$ cat config.mk
export PLATFORM = sky130hd
export DESIGN_NAME = pdn_pipe_flat
export DESIGN_NICKNAME = d
export VERILOG_FILES = /design/src/rtl/pdn_pipe_if.sv /design/src/rtl/pdn_pipe.sv /design/src/flat_wrapper.sv
export SDC_FILE = /design/constraint.sdc
export NUM_CORES = 1
export LEC_CHECK = 0
export CORE_ASPECT_RATIO = 0.6
export CORE_MARGIN = 2
export CORE_UTILIZATION = 55
export CTS_CLUSTER_DIAMETER = 80
export DETAILED_ROUTE_END_ITERATION = 10
export GPL_TIMING_DRIVEN = 0
export PLACE_DENSITY = 0.85
export SLEW_MARGIN = 20
export SYNTH_ARGS = -nofsm -noshare
export SYNTH_HDL_FRONTEND = slang
export SYNTH_SLANG_ARGS = --single-unit
export TNS_END_PERCENT = 30
$ cat constraint.sdc
create_clock -name clk -period 3.2 [get_ports clk]
set_input_delay 0.48 -clock clk [delete_from_list [all_inputs] [get_ports clk]]
set_output_delay 0.48 -clock clk [all_outputs]
set_load 0.02 [all_outputs]
$ cat src/rtl/pdn_pipe_if.sv
// Flit bus of the 4-port deflection router: four incoming and four
// outgoing flit lanes. The bench drives through master; the router
// connects through slave.
interface pdn_pipe_if #(
    parameter int FLIT_W = 11
);
    logic [FLIT_W-1:0] north_in;
    logic [FLIT_W-1:0] south_in;
    logic [FLIT_W-1:0] east_in;
    logic [FLIT_W-1:0] west_in;
    logic [FLIT_W-1:0] north_out;
    logic [FLIT_W-1:0] south_out;
    logic [FLIT_W-1:0] east_out;
    logic [FLIT_W-1:0] west_out;

    modport master (
        output north_in, south_in, east_in, west_in,
        input  north_out, south_out, east_out, west_out
    );

    modport slave (
        input  north_in, south_in, east_in, west_in,
        output north_out, south_out, east_out, west_out
    );
endinterface

$ cat src/rtl/pdn_pipe.sv
// Two-stage permutation deflection network for a 4-port router.
// Stage 1 (P0, P1) splits flits by axis; stage 2 (Q0 east/west,
// Q1 north/south) picks the final port. Every valid flit always leaves
// on some port, so a flit is never dropped. A flit that loses arbitration
// leaves on a port other than the one it wants, and that counts as a
// deflection.
// Flit layout: [FLIT_W-1] valid, [FLIT_W-2] golden, [1:0] port
// (0 east, 1 west, 2 north, 3 south), payload in between.
module pdn_pipe #(
    parameter int FLIT_W   = 11,
    parameter int PIPE_MID = 1,
    parameter int CNT_W    = 16
) (
    input  logic             clk,
    input  logic             rst_n,
    input  logic             en,
    input  logic             clr_cnt,
    pdn_pipe_if.slave        ports,
    output logic [CNT_W-1:0] defl_cnt
);

    typedef logic [FLIT_W-1:0] flit_t;

    // Routing rule used by a 2x2 block
    localparam logic [1:0] MODE_S1 = 2'd0;
    localparam logic [1:0] MODE_Q0 = 2'd1;
    localparam logic [1:0] MODE_Q1 = 2'd2;

    // Chooses the lower input as the priority flit. The checks run in
    // this order: valid beats invalid, then golden beats non-golden,
    // then the tie bit decides between two equal flits.
    function automatic logic lower_wins(input flit_t up, input flit_t lo, input logic tie);
        logic res;
        if (up[FLIT_W-1] != lo[FLIT_W-1])
            res = lo[FLIT_W-1];
        else if (!up[FLIT_W-1])
            res = 1'b0;
        else if (up[FLIT_W-2] != lo[FLIT_W-2])
            res = lo[FLIT_W-2];
        else
            res = tie;
        return res;
    endfunction

    // True when the tie bit decides: both flits valid with equal golden bits.
    function automatic logic is_tie(input flit_t up, input flit_t lo);
        return up[FLIT_W-1] & lo[FLIT_W-1] & (up[FLIT_W-2] == lo[FLIT_W-2]);
    endfunction

    // One 2x2 block. It returns {out1, out0}. Invalid flits are squashed
    // to zero. The priority flit picks its output and the other flit
    // takes the remaining output.
    function automatic logic [2*FLIT_W-1:0] route(input flit_t up, input flit_t lo,
                                                  input logic tie, input logic [1:0] mode);
        flit_t win;
        flit_t los;
        logic  to_out1;
        if (lower_wins(up, lo, tie)) begin
            win = lo;
            los = up;
        end else begin
            win = up;
            los = lo;
        end
        if (!win[FLIT_W-1]) win = '0;
        if (!los[FLIT_W-1]) los = '0;
        case (mode)
            MODE_S1: to_out1 = win[1];
            MODE_Q0: to_out1 = (win[1:0] == 2'd1);
            default: to_out1 = (win[1:0] == 2'd3);
        endcase
        return to_out1 ? {win, los} : {los, win};
    endfunction

    logic tie_p0;
    logic tie_p1;
    logic tie_q0;
    logic tie_q1;

    logic [2*FLIT_W-1:0] p0_res;
    logic [2*FLIT_W-1:0] p1_res;
    logic [2*FLIT_W-1:0] q0_res;
    logic [2*FLIT_W-1:0] q1_res;

    flit_t s2_p0_o0;
    flit_t s2_p0_o1;
    flit_t s2_p1_o0;
    flit_t s2_p1_o1;

    assign p0_res = route(ports.east_in, ports.north_in, tie_p0, MODE_S1);
    assign p1_res = route(ports.west_in, ports.south_in, tie_p1, MODE_S1);

    generate
        if (PIPE_MID != 0) begin : g_mid
            flit_t mid_p0_o0;
            flit_t mid_p0_o1;
            flit_t mid_p1_o0;
            flit_t mid_p1_o1;

            // Register between the stages. It holds its value while en is low.
            always_ff @(posedge clk or negedge rst_n) begin
                if (!rst_n) begin
                    mid_p0_o0 <= '0;
                    mid_p0_o1 <= '0;
                    mid_p1_o0 <= '0;
                    mid_p1_o1 <= '0;
                end else if (en) begin
                    mid_p0_o0 <= p0_res[FLIT_W-1:0];
                    mid_p0_o1 <= p0_res[2*FLIT_W-1:FLIT_W];
                    mid_p1_o0 <= p1_res[FLIT_W-1:0];
                    mid_p1_o1 <= p1_res[2*FLIT_W-1:FLIT_W];
                end
            end

            assign s2_p0_o0 = mid_p0_o0;
            assign s2_p0_o1 = mid_p0_o1;
            assign s2_p1_o0 = mid_p1_o0;
            assign s2_p1_o1 = mid_p1_o1;
        end else begin : g_comb
            assign s2_p0_o0 = p0_res[FLIT_W-1:0];
            assign s2_p0_o1 = p0_res[2*FLIT_W-1:FLIT_W];
            assign s2_p1_o0 = p1_res[FLIT_W-1:0];
            assign s2_p1_o1 = p1_res[2*FLIT_W-1:FLIT_W];
        end
    endgenerate

    assign q0_res = route(s2_p0_o0, s2_p1_o0, tie_q0, MODE_Q0);
    assign q1_res = route(s2_p0_o1, s2_p1_o1, tie_q1, MODE_Q1);

    // Each block flips its tie bit after every tie it resolves, so two
    // contenders take turns winning.
    always_ff @(posedge clk or negedge rst_n) begin
        if (!rst_n) begin
            tie_p0 <= 1'b0;
            tie_p1 <= 1'b0;
            tie_q0 <= 1'b0;
            tie_q1 <= 1'b0;
        end else if (en) begin
            tie_p0 <= tie_p0 ^ is_tie(ports.east_in, ports.north_in);
            tie_p1 <= tie_p1 ^ is_tie(ports.west_in, ports.south_in);
            tie_q0 <= tie_q0 ^ is_tie(s2_p0_o0, s2_p1_o0);
            tie_q1 <= tie_q1 ^ is_tie(s2_p0_o1, s2_p1_o1);
        end
    end

    // Output registers: Q0 feeds east/west and Q1 feeds north/south.
    always_ff @(posedge clk or negedge rst_n) begin
        if (!rst_n) begin
            ports.east_out  <= '0;
            ports.west_out  <= '0;
            ports.north_out <= '0;
            ports.south_out <= '0;
        end else if (en) begin
            ports.east_out  <= q0_res[FLIT_W-1:0];
            ports.west_out  <= q0_res[2*FLIT_W-1:FLIT_W];
            ports.north_out <= q1_res[FLIT_W-1:0];
            ports.south_out <= q1_res[2*FLIT_W-1:FLIT_W];
        end
    end

    logic                defl_e;
    logic                defl_w;
    logic                defl_n;
    logic                defl_s;
    logic [2:0]          defl_now;
    logic [CNT_W+2:0]    cnt_sum;
    logic [CNT_W+2:0]    cnt_max;

    assign defl_e   = ports.east_out[FLIT_W-1]  & (ports.east_out[1:0]  != 2'd0);
    assign defl_w   = ports.west_out[FLIT_W-1]  & (ports.west_out[1:0]  != 2'd1);
    assign defl_n   = ports.north_out[FLIT_W-1] & (ports.north_out[1:0] != 2'd2);
    assign defl_s   = ports.south_out[FLIT_W-1] & (ports.south_out[1:0] != 2'd3);
    assign defl_now = {2'b00, defl_e} + {2'b00, defl_w} + {2'b00, defl_n} + {2'b00, defl_s};
    assign cnt_sum  = {3'b000, defl_cnt} + {{CNT_W{1'b0}}, defl_now};
    assign cnt_max  = {3'b000, {CNT_W{1'b1}}};

    // Deflection counter. It saturates at its maximum value. A clear
    // overrides the increment and works even while en is low.
    always_ff @(posedge clk or negedge rst_n) begin
        if (!rst_n)
            defl_cnt <= '0;
        else if (clr_cnt)
            defl_cnt <= '0;
        else if (en)
            defl_cnt <= (cnt_sum > cnt_max) ? {CNT_W{1'b1}} : cnt_sum[CNT_W-1:0];
    end

endmodule

$ cat src/flat_wrapper.sv
// flat-port wrapper written by rule: the top's interface ports become plain ports
module pdn_pipe_flat 
#(
    parameter int FLIT_W   = 11,
    parameter int PIPE_MID = 1,
    parameter int CNT_W    = 16
)
  (clk, rst_n, en, clr_cnt, defl_cnt, ports_north_in, ports_south_in, ports_east_in, ports_west_in, ports_north_out, ports_south_out, ports_east_out, ports_west_out);
  pdn_pipe_if #(.FLIT_W(FLIT_W)) ports_i ();
  input  logic clk;
  input  logic rst_n;
  input  logic en;
  input  logic clr_cnt;
  output logic [CNT_W-1:0] defl_cnt;
  input wire logic [$bits(ports_i.north_in)-1:0] ports_north_in;
  input wire logic [$bits(ports_i.south_in)-1:0] ports_south_in;
  input wire logic [$bits(ports_i.east_in)-1:0] ports_east_in;
  input wire logic [$bits(ports_i.west_in)-1:0] ports_west_in;
  output wire logic [$bits(ports_i.north_out)-1:0] ports_north_out;
  output wire logic [$bits(ports_i.south_out)-1:0] ports_south_out;
  output wire logic [$bits(ports_i.east_out)-1:0] ports_east_out;
  output wire logic [$bits(ports_i.west_out)-1:0] ports_west_out;
  assign ports_i.north_in = ports_north_in;
  assign ports_i.south_in = ports_south_in;
  assign ports_i.east_in = ports_east_in;
  assign ports_i.west_in = ports_west_in;
  assign ports_north_out = ports_i.north_out;
  assign ports_south_out = ports_i.south_out;
  assign ports_east_out = ports_i.east_out;
  assign ports_west_out = ports_i.west_out;
  pdn_pipe #(.FLIT_W(FLIT_W), .PIPE_MID(PIPE_MID), .CNT_W(CNT_W)) u_core (.clk(clk), .rst_n(rst_n), .en(en), .clr_cnt(clr_cnt), .ports(ports_i), .defl_cnt(defl_cnt));
endmodule
# Word-level counts from Yosys, hierarchy flattened

Index checks and enable logic that the tools add are counted.

Flip-flop bits (word level): 108
Input bits: 48
Output and inout bits: 60
Logic and storage cells: 88

$add $sub $neg: 4
Order comparisons: 1
Eq/ne operators: 17
Multiplexer cells: 35
Bitwise logic cells: 16
Reduce and logical (&&, ||, !) cells: 2

Operator list:

| cell                                                             | number |
|---|---|
| 2-to-1 mux 11 bit                                                | 16 |
| 2-to-1 mux 22 bit                                                | 4 |
| 2-to-1 mux 16 bit                                                | 3 |
| greater-than comparator 19 x 16 -> 1 bit (second input constant) | 1 |
| adder 16 x 3 -> 17 bit                                           | 1 |
| bitwise AND 1 bit                                                | 12 |
| 2-to-1 mux 1 bit                                                 | 12 |
| inequality test 1 bit                                            | 8 |
| adder 3 x 1 -> 3 bit                                             | 2 |
| == test 1 bit                                                    | 4 |
| inequality test 2 bit (second input constant)                    | 2 |
| nonzero test 2 bit                                               | 2 |
| XOR 1 bit                                                        | 4 |
| adder 1 x 1 -> 2 bit                                             | 1 |
| == test 2 x 1 -> 1 bit (second input constant)                   | 1 |
| == test 2 bit (second input constant)                            | 1 |
| inequality test 2 x 1 -> 1 bit (second input constant)           | 1 |

# Longest topological paths before layout

Word-level depth: 10
Mapped depth: 12
Gate-level depth less buffers: 12

# Worst setup path after synthesis

OpenSTA, ideal clock, no wires.

Kind: register -> register
Start point: register u_core.ports.west_out[1]
End point: register u_core.defl_cnt[2]
Library setup time: 0.147 ns
Arrival: 2.836 ns
Slack: 0.217 ns
Stages on the path, launching flop included: 12
Period minus slack after synthesis: 2.983 ns
Cells stage by stage: dfrtp_1 > inv_1 > a21boi_0 > ha_1 > fa_1 > ha_1 > fa_1 > a21o_1 > nand2_1 > or3_1 > clkbuf_1 > a311oi_1

Word-level cells in the longest chain between the ends: 10

RTL lines:

| what                                     | line              | source |
|---|---|---|
| start: declaration                       | pdn_pipe_if.sv:23 | `output north_out, south_out, east_out, west_out` |
| start signal: assignment                 | pdn_pipe.sv:155   | `ports.west_out <= q0_res[2*FLIT_W-1:FLIT_W];` |
| inequality test 2 x 1 -> 1 bit (*)       | pdn_pipe.sv:170   | `assign defl_w = ports.west_out[FLIT_W-1] & (ports.west_out[1:0] != 2'd1);` |
| bitwise AND 1 bit (*)                    | pdn_pipe.sv:170   |  |
| adder 1 x 1 -> 2 bit (*)                 | pdn_pipe.sv:173   | `assign defl_now = {2'b00, defl_e} + {2'b00, defl_w} + {2'b00, defl_n} + {2'b00, defl_s};` |
| adder 3 x 1 -> 3 bit (*) (2 in series)   | pdn_pipe.sv:173   |  |
| adder 16 x 3 -> 17 bit (*)               | pdn_pipe.sv:174   | `assign cnt_sum = {3'b000, defl_cnt} + {{CNT_W{1'b0}}, defl_now};` |
| greater-than comparator 19 x 16 -> 1 bit | pdn_pipe.sv:185   | `defl_cnt <= (cnt_sum > cnt_max) ? {CNT_W{1'b1}} : cnt_sum[CNT_W-1:0];` |
| 2-to-1 mux 16 bit (*)                    | pdn_pipe.sv:185   |  |
| 2-to-1 mux 16 bit (*)                    | pdn_pipe.sv:184   | `else if (en)` |
| 2-to-1 mux 16 bit (*)                    | pdn_pipe.sv:182   | `else if (clr_cnt)` |
| end signal: assignment                   | pdn_pipe.sv:185   |  |
| end: declaration                         | pdn_pipe.sv:19    | `output logic [CNT_W-1:0] defl_cnt` |

Every way passes the cells marked *; elsewhere a longest branch is shown, timed or not. The select of a mux whose other input is x is not followed.
A chain may end at the register's enable or synchronous reset.

# Worst setup path after layout

Start point: input ports_west_in[10]
End point: register u_core.g_mid.mid_p1_o1[5]

Word-level cells in the longest chain between the ends: 5

RTL lines:

| what                                                             | line                           | source |
|---|---|---|
| start: declaration                                               | flat_wrapper.sv:18             | `input wire logic [$bits(ports_i.west_in)-1:0] ports_west_in;` |
| 2-to-1 mux 1 bit / inequality test 1 bit (equally long branches) | pdn_pipe.sv:36, pdn_pipe.sv:34 |  |
| 2-to-1 mux 1 bit                                                 | pdn_pipe.sv:34                 | `if (up[FLIT_W-1] != lo[FLIT_W-1])` |
| 2-to-1 mux 11 bit                                                | pdn_pipe.sv:58                 | `if (lower_wins(up, lo, tie)) begin` |
| 2-to-1 mux 11 bit, on equally long branches                      | pdn_pipe.sv:66, pdn_pipe.sv:65 |  |
| 2-to-1 mux 22 bit (*)                                            | pdn_pipe.sv:72                 | `return to_out1 ? {win, los} : {los, win};` |
| end signal: assignment                                           | pdn_pipe.sv:111                | `mid_p1_o1 <= p1_res[2*FLIT_W-1:FLIT_W];` |
| end: declaration                                                 | pdn_pipe.sv:98                 | `flit_t mid_p1_o1;` |

Every way passes the cells marked *; elsewhere a longest branch is shown, timed or not.

==> flow_metrics.env <==
export IMPL_outcome="finished, violations left"
export IMPL_violations="setup timing"
export IMPL_setup_violations=3
export IMPL_wl_per_cell_um=19.9
export IMPL_clkTransAtPathRegs_ns=0.08
export IMPL_grt_usage=0.336
export IMPL_fin_ws_ns=-0.0980
export IMPL_maxSlewHeadroom=0.360
export IMPL_cts_htree_levels=3
export IMPL_hold_violations=0
export IMPL_post_route_period_util=1.03
export IMPL_yosys_cell_types_count=61
export IMPL_worst_slew_pin_slew_ns=0.934
export IMPL_critPathBufInv=3
export IMPL_final_nets=1034
export IMPL_layout_drive_gt1_share=0.0597
export IMPL_syn_avg_cell_area_um2=8.42
export IMPL_cp_start_kind="input pin"
export IMPL_vias=7453
export IMPL_multi_input_area_um2=4120
export IMPL_finalMaxSlewViolations=0
export IMPL_mappedNetlistNets=915
export IMPL_via_per_inst=6.53
export IMPL_synth_edf_count=0
export IMPL_required_ns=3.41
export IMPL_cp_slowest_stage_delay_ns=0.82
export IMPL_ys_seq_area_frac=0.378
export IMPL_worstSetupEndpointType="register"
export IMPL_num_fill_cells=1031
export IMPL_dp_hpwl_um=16700
export IMPL_dr_pass1_iters=5
export IMPL_synth_cells=848
export IMPL_hold_path_class="in -> async"
export IMPL_die_h_um=92.3
export IMPL_slowest_stage="a221oi_1"
export IMPL_dieArea_um2=13900
export IMPL_power_density_nw_per_um2=551
export IMPL_antenna_found_initial=0
export IMPL_regArea_um2=2700
export IMPL_p_leak_uw=0.00354
export IMPL_path_max_fanout=10
export IMPL_pin_count=108
export IMPL_grt_pass1_wl_um=36100
export IMPL_timing_hold_ws_ns=0.0468
export IMPL_die_w_um=151
export IMPL_grt_pass1_vias=6641
export IMPL_clock_latency_ns=0.37
export IMPL_ctsLongestPathBuffers=2
export IMPL_synthesis_area_um2=7140
export IMPL_ys_async_sr_fraction=1.00
export IMPL_final_antenna_net_count=0
export IMPL_cpLargestDelayFamily="compound AO/OA/AOI/OAI gates"
export IMPL_dpl_cell_count=1125
export IMPL_cts_buffers=9
export IMPL_rsz0062_at_grt="true"
export IMPL_vdd_drop_max_v=0.000277
export IMPL_core_um2=12800
export IMPL_fin_cells=1142
export IMPL_ys_warn_count=0
export IMPL_place_congestion=0.965
export IMPL_ys_seq_elements=108
export IMPL_max_cap_violations=0
export IMPL_cts_tree="yes"
export IMPL_syn_to_final_growth_pct=23.5
export IMPL_drt_iter0_drc=749
export IMPL_synthFlopType="dfrtp_1"
export IMPL_finalClockSkew_ns=0.0140
export IMPL_worstPathArrival_ns=3.51
export IMPL_io_buffers=106
export IMPL_period_minus_slack_ns=3.30
export IMPL_antennaDiodeCount=0
export IMPL_rrSetupSlack_ns=0.06
export IMPL_grt_max_degree=60
export IMPL_place_ws_ns=-0.242
export IMPL_cts_sinks=108
export IMPL_overflow=0
export IMPL_crit_chain="clkdlybuf4s50_1 > inv_1 > ha_1 > nand2b_1 > o21ai_2 > clkbuf_1 > nor2_2 > a221oi_1 > a21oi_1"
export IMPL_placementRows=32
export IMPL_drc_errors=0
export IMPL_crit_type="in -> reg"
export IMPL_clock_fmax_mhz=303
export IMPL_wl_um=22800
export IMPL_clockRootBuffer="clkbuf_16"
export IMPL_start_util=0.559
-- registers in the layout, indices dropped and copies added, names as in the netlist --
name,cells
u_core.defl_cnt,16
u_core.g_mid.mid_p0_o0,11
u_core.g_mid.mid_p0_o1,11
u_core.g_mid.mid_p1_o0,11
u_core.g_mid.mid_p1_o1,11
u_core.ports.east_out,11
u_core.ports.north_out,11
u_core.ports.south_out,11
u_core.ports.west_out,11
u_core.tie_p0,1
u_core.tie_p1,1
u_core.tie_q0,1
u_core.tie_q1,1
-- routing by layer --
metal  track usage  part of all wire  routed length [um]  up-vias
li1              -                 -                   -     3374
met1         0.521              0.44                9940     3504
met2         0.443              0.40                9090      522
met3         0.116              0.15                3310       53
met4        0.0763             0.018                 416        0
met5             0                 0                   0        -
-- timing repair --
item,in CTS,in global routing
setup buffers,0,2
hold buffers,0,0
pin swaps,0,1
gates cloned,0,0
setup endpoints to repair,8,16
gates resized for setup,1,7
-- worst reg2reg max path: cells and delay by family, from the launching register on --
family,cells,cell delay [ns]
fa+ha+maj,4,1.35
simple gates,3,0.57
flops,1,0.41
compound gates,3,0.71
-- worst paths after layout --
check	from	end	cells past startpoint
setup / recovery	ports_west_in[10]	u_core.g_mid.mid_p1_o1[5]	9
hold / removal	rst_n	u_core.defl_cnt[13]	1
setup reg to reg	u_core.ports.east_out[1]	u_core.defl_cnt[1]	10
hold reg to reg	u_core.tie_q1	u_core.tie_q1	1
max in group asynchronous	rst_n	u_core.g_mid.mid_p0_o1[6]	2
min in group clk	u_core.tie_q1	u_core.tie_q1	1
-- synthesized netlist by cell type (3+ instances only) --
library cell  instances  area [um2]
a211o_1               5        43.8
a211oi_1             10        75.1
a21boi_0              3        22.5
a21o_1               14         105
a21oi_1              37         185
a221o_1               6        60.1
a221oi_1              9        78.8
a22o_1                3        26.3
a311oi_1              4        35.0
a31oi_1              15        93.8
a41oi_1              37         324
and3_1                4        25.0
buf_1                 7        26.3
buf_2                13        65.1
clkbuf_1             36         135
dfrtp_1             108        2700
ha_1                 17         213
inv_1                26        97.6
mux2_2                3        33.8
mux2i_1              46         460
nand2_1              93         349
nand2b_1             16         100
nand3_1             135         676
nand4_1               5        31.3
nor2_1               93         349
nor2b_1               4        25.0
nor3_1                8        40.0
nor3b_1              12        90.1
o2111ai_1             8        70.1
o21a_1                4        30.0
o21ai_0               6        30.0
o221ai_1             11        96.3
o2bb2ai_1             3        26.3
or3_1                 3        18.8
xnor2_1               9        78.8
-- final cells by class --
type	instances	area share
Inverter	29	0.0123
Clock buffer	10	0.0271
Clock inverter	6	0.00894
Buffer	58	0.0287
Timing Repair Buffer	109	0.125
Sequential cell	108	0.306
Tap cell	170	0.0241
Multi-Input combinational cell	652	0.467
-- through the flow --
step | power (uW) | TNS (ns) | util | area, um2
floorplan | 2900 | 0 | - | 7140
global placement | 3550 | -261.52 | 0.659 | 8420
detailed placement | 3590 | -2.09 | 0.661 | 8440
CTS | 4780 | 0 | 0.686 | 8760
global route | 5080 | -0.788 | 0.691 | 8820
finish | 4860 | -0.157 | 0.691 | 8820
-- cell families after synthesis --
group	count (synthesis)	synth area share
xor+xnor	9	0.0110
fa+ha+maj	21	0.0385
compound gates	187	0.197
simple gates	385	0.252
buf+inv	88	0.0512
mux	50	0.0713
flops	108	0.378
-- report_power, final --
part           internal, uW  total (uW)  switching (uW)
Sequential             1580        1810             234
Clock                   646        1200             555
Combinational           774        1850            1070
-- layout by cell type (no fill, tap or decap), types with 13 or more instances in the layout --
master and instances:
dfrtp_1 108, a41oi_1 37, clkdlybuf4s50_1 105, clkbuf_1 35, a21oi_1 37, mux2i_1 46, a31oi_1 15, a21o_1 13
nor2_1 93, buf_2 13, inv_1 26, ha_1 16, nand2_1 93, nand2b_1 16, nand3_1 135
(Power assumes the default switching activity.)
